**src/rtl/rf_pkg.sv**
```systemverilog
//------------------------------------------------------------------------------
// Module  : rf_pkg
// Brief   : Shared widths, state type and decode helper for the RF write-back.
// Revision: 1.0 - initial release
//------------------------------------------------------------------------------
`default_nettype none

package rf_pkg;

  localparam int RF_DATA_W   = 16;
  localparam int RF_ADDR_W   = 4;
  localparam int RF_NUM_REGS = 2**RF_ADDR_W;
  localparam int STARVE_W    = 4;

  typedef enum logic [1:0] {
    ST_INIT  = 2'd0,
    ST_RUN   = 2'd1,
    ST_CLEAR = 2'd2
  } wb_state_t;

  function automatic logic [RF_NUM_REGS-1:0] onehot(input logic [RF_ADDR_W-1:0] idx);
    onehot      = '0;
    onehot[idx] = 1'b1;
  endfunction

endpackage

`default_nettype wire

```
**src/rtl/wb_prio_arb.sv**
```systemverilog
//------------------------------------------------------------------------------
// Module  : wb_prio_arb
// Brief   : Two-way A-first arbiter; B is promoted after STARVE_MAX denials.
// Revision: 1.0 - initial release
//------------------------------------------------------------------------------
`default_nettype none

module wb_prio_arb
  import rf_pkg::*;
#(
  parameter int STARVE_MAX = 3
) (
  input  logic clk,
  input  logic rst,
  input  logic en,
  input  logic hold,
  input  logic a_valid,
  input  logic b_valid,
  output logic a_grant,
  output logic b_grant
);

  localparam logic [STARVE_W-1:0] c_max = STARVE_W'(STARVE_MAX);

  logic [STARVE_W-1:0] r_starve;
  logic                w_b_first;
  logic                w_open;

  assign w_open    = en && !hold;
  assign w_b_first = b_valid && (r_starve == c_max);
  assign a_grant   = w_open && a_valid && !w_b_first;
  assign b_grant   = w_open && b_valid && (w_b_first || !a_valid);

  // Denials only accumulate while the port is running; a clr cycle counts as a denial.
  always_ff @(posedge clk) begin
    if (rst) begin
      r_starve <= '0;
    end else if (!b_valid || b_grant) begin
      r_starve <= '0;
    end else if (en && (r_starve != c_max)) begin
      r_starve <= r_starve + STARVE_W'(1);
    end
  end

endmodule

`default_nettype wire

```
**src/rtl/rf_wb_arbiter.sv**
```systemverilog
//------------------------------------------------------------------------------
// Module  : rf_wb_arbiter
// Brief   : Owns the register-file write port: zero-fill sweeps plus A/B write-back.
// Revision: 1.0 - initial release
//------------------------------------------------------------------------------
`default_nettype none

module rf_wb_arbiter
  import rf_pkg::*;
#(
  parameter int DATA_W     = RF_DATA_W,
  parameter int ADDR_W     = RF_ADDR_W,
  parameter int STARVE_MAX = 3
) (
  input  logic                 clk,
  input  logic                 rst,
  input  logic                 a_valid,
  output logic                 a_ready,
  input  logic [ADDR_W-1:0]    a_reg,
  input  logic [DATA_W-1:0]    a_data,
  input  logic                 b_valid,
  output logic                 b_ready,
  input  logic [ADDR_W-1:0]    b_reg,
  input  logic [DATA_W-1:0]    b_data,
  input  logic                 clr_req,
  output logic                 rf_wen,
  output logic [ADDR_W-1:0]    rf_dst,
  output logic [DATA_W-1:0]    rf_data,
  output logic                 init_done,
  output logic [2**ADDR_W-1:0] busy_mask
);

  localparam int c_num_regs = 2**ADDR_W;

  wb_state_t             r_state, w_state_nxt;
  logic [ADDR_W-1:0]     r_sweep_cnt, w_sweep_nxt;
  logic                  r_wen, w_wen_nxt;
  logic [ADDR_W-1:0]     r_dst, w_dst_nxt;
  logic [DATA_W-1:0]     r_data, w_data_nxt;
  logic                  w_run;
  logic                  w_a_grant, w_b_grant;
  logic [c_num_regs-1:0] w_busy;

  assign w_run = (r_state == ST_RUN);

  wb_prio_arb #(
    .STARVE_MAX (STARVE_MAX)
  ) u_arb (
    .clk     (clk),
    .rst     (rst),
    .en      (w_run && !rst),
    .hold    (clr_req),
    .a_valid (a_valid),
    .b_valid (b_valid),
    .a_grant (w_a_grant),
    .b_grant (w_b_grant)
  );

  always_comb begin
    w_state_nxt = r_state;
    w_sweep_nxt = r_sweep_cnt;
    w_wen_nxt   = 1'b0;
    w_dst_nxt   = r_dst;
    w_data_nxt  = r_data;
    case (r_state)
      ST_INIT, ST_CLEAR: begin
        w_wen_nxt   = 1'b1;
        w_dst_nxt   = r_sweep_cnt;
        w_data_nxt  = '0;
        w_sweep_nxt = r_sweep_cnt + ADDR_W'(1);
        if (&r_sweep_cnt) begin
          w_state_nxt = ST_RUN;
        end
      end
      ST_RUN: begin
        if (clr_req) begin
          w_state_nxt = ST_CLEAR;
        end else if (w_a_grant) begin
          w_wen_nxt  = 1'b1;
          w_dst_nxt  = a_reg;
          w_data_nxt = a_data;
        end else if (w_b_grant) begin
          w_wen_nxt  = 1'b1;
          w_dst_nxt  = b_reg;
          w_data_nxt = b_data;
        end
      end
      default: begin
        w_state_nxt = ST_INIT;
        w_sweep_nxt = '0;
      end
    endcase
  end

  always_ff @(posedge clk) begin
    if (rst) begin
      r_state     <= ST_INIT;
      r_sweep_cnt <= '0;
      r_wen       <= 1'b0;
      r_dst       <= '0;
      r_data      <= '0;
    end else begin
      r_state     <= w_state_nxt;
      r_sweep_cnt <= w_sweep_nxt;
      r_wen       <= w_wen_nxt;
      r_dst       <= w_dst_nxt;
      r_data      <= w_data_nxt;
    end
  end

  // A register is busy while a requester targets it or the port is driving it.
  for (genvar r = 0; r < c_num_regs; r++) begin : g_busy
    assign w_busy[r] = (a_valid && (a_reg == ADDR_W'(r))) ||
                       (b_valid && (b_reg == ADDR_W'(r))) ||
                       (r_wen   && (r_dst == ADDR_W'(r)));
  end

  assign busy_mask = w_run ? w_busy : '1;
  assign a_ready   = w_a_grant;
  assign b_ready   = w_b_grant;
  assign init_done = w_run;
  assign rf_wen    = r_wen;
  assign rf_dst    = r_dst;
  assign rf_data   = r_data;

endmodule

`default_nettype wire
```
**config.mk**
```make
export PLATFORM = sky130hd
export DESIGN_NAME = rf_wb_arbiter
export DESIGN_NICKNAME = d
export VERILOG_FILES = /design/src/rtl/rf_pkg.sv /design/src/rtl/wb_prio_arb.sv /design/src/rtl/rf_wb_arbiter.sv
export SDC_FILE = /design/constraint.sdc
export NUM_CORES = 1
export LEC_CHECK = 0
export CORE_MARGIN = 4
export CORE_UTILIZATION = 35
export CTS_CLUSTER_SIZE = 24
export DETAILED_ROUTE_END_ITERATION = 8
export PLACE_DENSITY_LB_ADDON = 0.1
export SYNTH_ARGS = -nofsm -noshare
export SYNTH_HDL_FRONTEND = slang
export SYNTH_SLANG_ARGS = --single-unit
```
**constraint.sdc**
```tcl
create_clock -name clk -period 2.99 [get_ports clk]
set_input_delay 0.299 -clock clk [delete_from_list [all_inputs] [get_ports clk]]
set_output_delay 0.299 -clock clk [all_outputs]
set_load 0.01 [all_outputs]
```
==> results.py, run 1 <==
metrics = {
    "sta": {
        "worst_slew_pin_slew_ps": 643,
        "finalHoldViolations": 0,
        "finalClockSkew_ps": 4.42,
        "fin_crit_ps": 2580,
        "slew_headroom": 0.571,
        "hold-worst-slack_ps": 446,
        "setup_violations": 0,
        "fmax_mhz": 388,
        "rsz0062_at_grt": "no",
        "setup_tns_ps": 0,
        "post-route-period-util": 0.862,
        "drv_slew": 0,
    },
    "pwr": {
        "p_leak_nw": 1.11,
        "power.total_uw": 984,
        "p_per_area_mw_per_mm2": 343,
        "ir_drop_uv": 400,
    },
    "global_route": {
        "grt_pass1_wl_mm": 8.07,
        "grt_antenna_before_repair": 0,
        "grt_pass1_vias": 1775,
        "overflow": 0,
        "grt_usage": 0.155,
        "grt_max_degree": 23,
    },
    "clock_network": {
        "tritoncts": "built",
        "clock-sinks": 31,
        "clock-root-buffer": "clkbuf_8",
        "clk_transition_reported_paths_ps": 60,
        "cts.path.max_buffers": 2,
        "postCtsSetupRepairBufs": 0,
        "ctsResizeCount": 0,
        "cts_inserted_buffers": 5,
        "htreeDepth": 2,
        "cts_hold_buf": 0,
        "clk_latency_ps": 280,
    },
    "floorplan": {
        "dieArea_mm2": 0.00665,
        "core_mm2": 0.00517,
        "start_util": 0.366,
        "row_count": 26,
        "die_h_um": 81.5,
        "ios": 85,
        "fp.dieW_um": 81.5,
    },
    "worst_setup_path": {
        "slowest_delay_ps": 550,
        "worst-path-buf-inv": 3,
        "path_delay_family": "buffers and inverters",
        "worstSetupEndpointType": "output pin",
        "crit_slowest_cell": "clkdlybuf4s50_1",
        "worstPathRequired_ps": 2690,
        "cp.arrival_ps": 2280,
        "path_cells": "clkdlybuf4s50_1, or4b_1, or3b_1, inv_1, clkdlybuf4s50_1",
        "cpMostUsedCell": "clkdlybuf4s50_1",
        "crit_type": "input pin to output pin",
        "start_kind": "input pin",
        "path_max_fanout": 2,
    },
    "synthesis": {
        "synth_edf_count": 0,
        "netlist_area_mm2": 0.00189,
        "synth_seq_cells": 31,
        "synth_flop_cell": "dfxtp_1",
        "synth_nets": 289,
        "yosysSeqAreaShare": 0.328,
        "synth_cells": 242,
        "synthArstFlopShare": 0,
        "yosysWarnings": 0,
        "syn_area_per_cell_um2": 7.82,
        "synth_cell_types": 35,
    },
    "final_layout": {
        "final_common_cell": "clkdlybuf4s50_1",
        "layout.nets": 372,
        "syn_to_final_growth_pct": 51.5,
        "antenna_cells": 0,
        "fill_cells": 487,
        "multiInputGateArea_mm2": 0.00114,
        "finalInstanceArea_mm2": 0.00287,
        "layout-drive-gt1-share": 0.0583,
        "ff_latch_area_um2": 621,
        "final_cell_mix": "84 x clkdlybuf4s50_1, 42 x nand2_1, 31 x dfxtp_1",
    },
    "run": {
        "timing.max_cap.violations": 0,
    },
    "detailed_routing": {
        "wl_per_cell_um": 13.1,
        "wirelength_mm": 5.18,
        "first_iter_violations": 63,
        "drc": 0,
        "detail-route-antenna-nets": 0,
        "vias": 1995,
        "dr.pass1.iters": 4,
        "viasPerCell": 5.04,
    },
    "worst_hold_path": {
        "hp-class": "register to register",
    },
    "placement": {
        "portBuffers": 84,
        "place_area_mm2": 0.00275,
        "dp_hpwl_mm": 4.08,
        "globalplace.congestion": 0.845,
    },
    "outcome": {
        "status": "complete, no violations",
    },
}
path summary, 6_finish.rpt:
check	start	end	slack, ps	cells past startpoint
hold reg to reg	rf_data[10]	rf_data[10]	450	2
hold / removal	rf_data[10]	rf_data[10]	450	2
setup / recovery	rst	a_ready	410	5
setup reg to reg	r_state[0]	rf_data[8]	990	6
report_power, final:
part | switching, mW | total (mW) | internal (mW)
logic | 0.0514 | 0.130 | 0.0785
clock network | 0.157 | 0.426 | 0.269
registers | 0.00838 | 0.428 | 0.419
sequential cells by signal, indices dropped and copies added (netlist names):
| register | flops |
|---|---|
| r_sweep_cnt | 4 |
| u_arb.r_starve | 4 |
| r_state | 2 |
| rf_data | 16 |
| rf_dst | 4 |
| rf_wen | 1 |
cell usage after synthesis (all sizes together), types with 4 or more instances:
library cell  number  share of area
nand2             42          0.083
dfxtp             31           0.33
nand3             25          0.066
nor2              22          0.044
mux2i             17          0.090
o21ai             17          0.045
a22oi             10          0.040
a21oi              9          0.024
o31ai              9          0.036
clkbuf             8          0.022
nor2b              8          0.026
buf                5          0.034
nand4              4          0.013
nor3b              4          0.016
tightest hold or removal path, cell delays in order (launching register included):
cell     delay (ps)
dfxtp_1         310
nand2_1          50
o21ai_1          50
metrics by stage:
stage                     utilization  std cells  setup slack [ps]
after global placement          0.532        388               382
after detailed placement        0.532        388               381
final                           0.554        396               413
after floorplan                     -        242               925
after CTS                       0.554        396               381
after global routing            0.554        396               313
final cells by class:
cell class	count	share of cell area
clock buffer	6	0.0288
clock inverter	2	0.0122
inverter	3	0.00393
multi-input combinational	194	0.399
sequential	31	0.216
tap	70	0.0305
timing repair buffer	90	0.309
routing by layer:
| layer | routed length, um | track usage | share of wire | vias to the layer above |
|---|---|---|---|---|
| li1 | - | - | - | 1030 |
| met1 | 2260 | 0.192 | 0.44 | 911 |
| met2 | 2560 | 0.261 | 0.50 | 49 |
| met3 | 310 | 0.0439 | 0.060 | 5 |
| met4 | 48 | 0.0456 | 0.0093 | 0 |
| met5 | 0 | 0 | 0 | - |
logic make-up after synthesis:
group / synth area share
compound gates: 0.168
xor+xnor: 0.0231
fa+ha+maj: 0.0132
buf+inv: 0.0674
flops: 0.328
mux: 0.0899
simple gates: 0.311
Power figures use the tool's default switching activity.
==> inputs of run 2 (changes only) <==
- TNS_END_PERCENT: unset -> 100
==> results of run 2 <==
Final layout, timing and power as in run 1 (identical DEF).
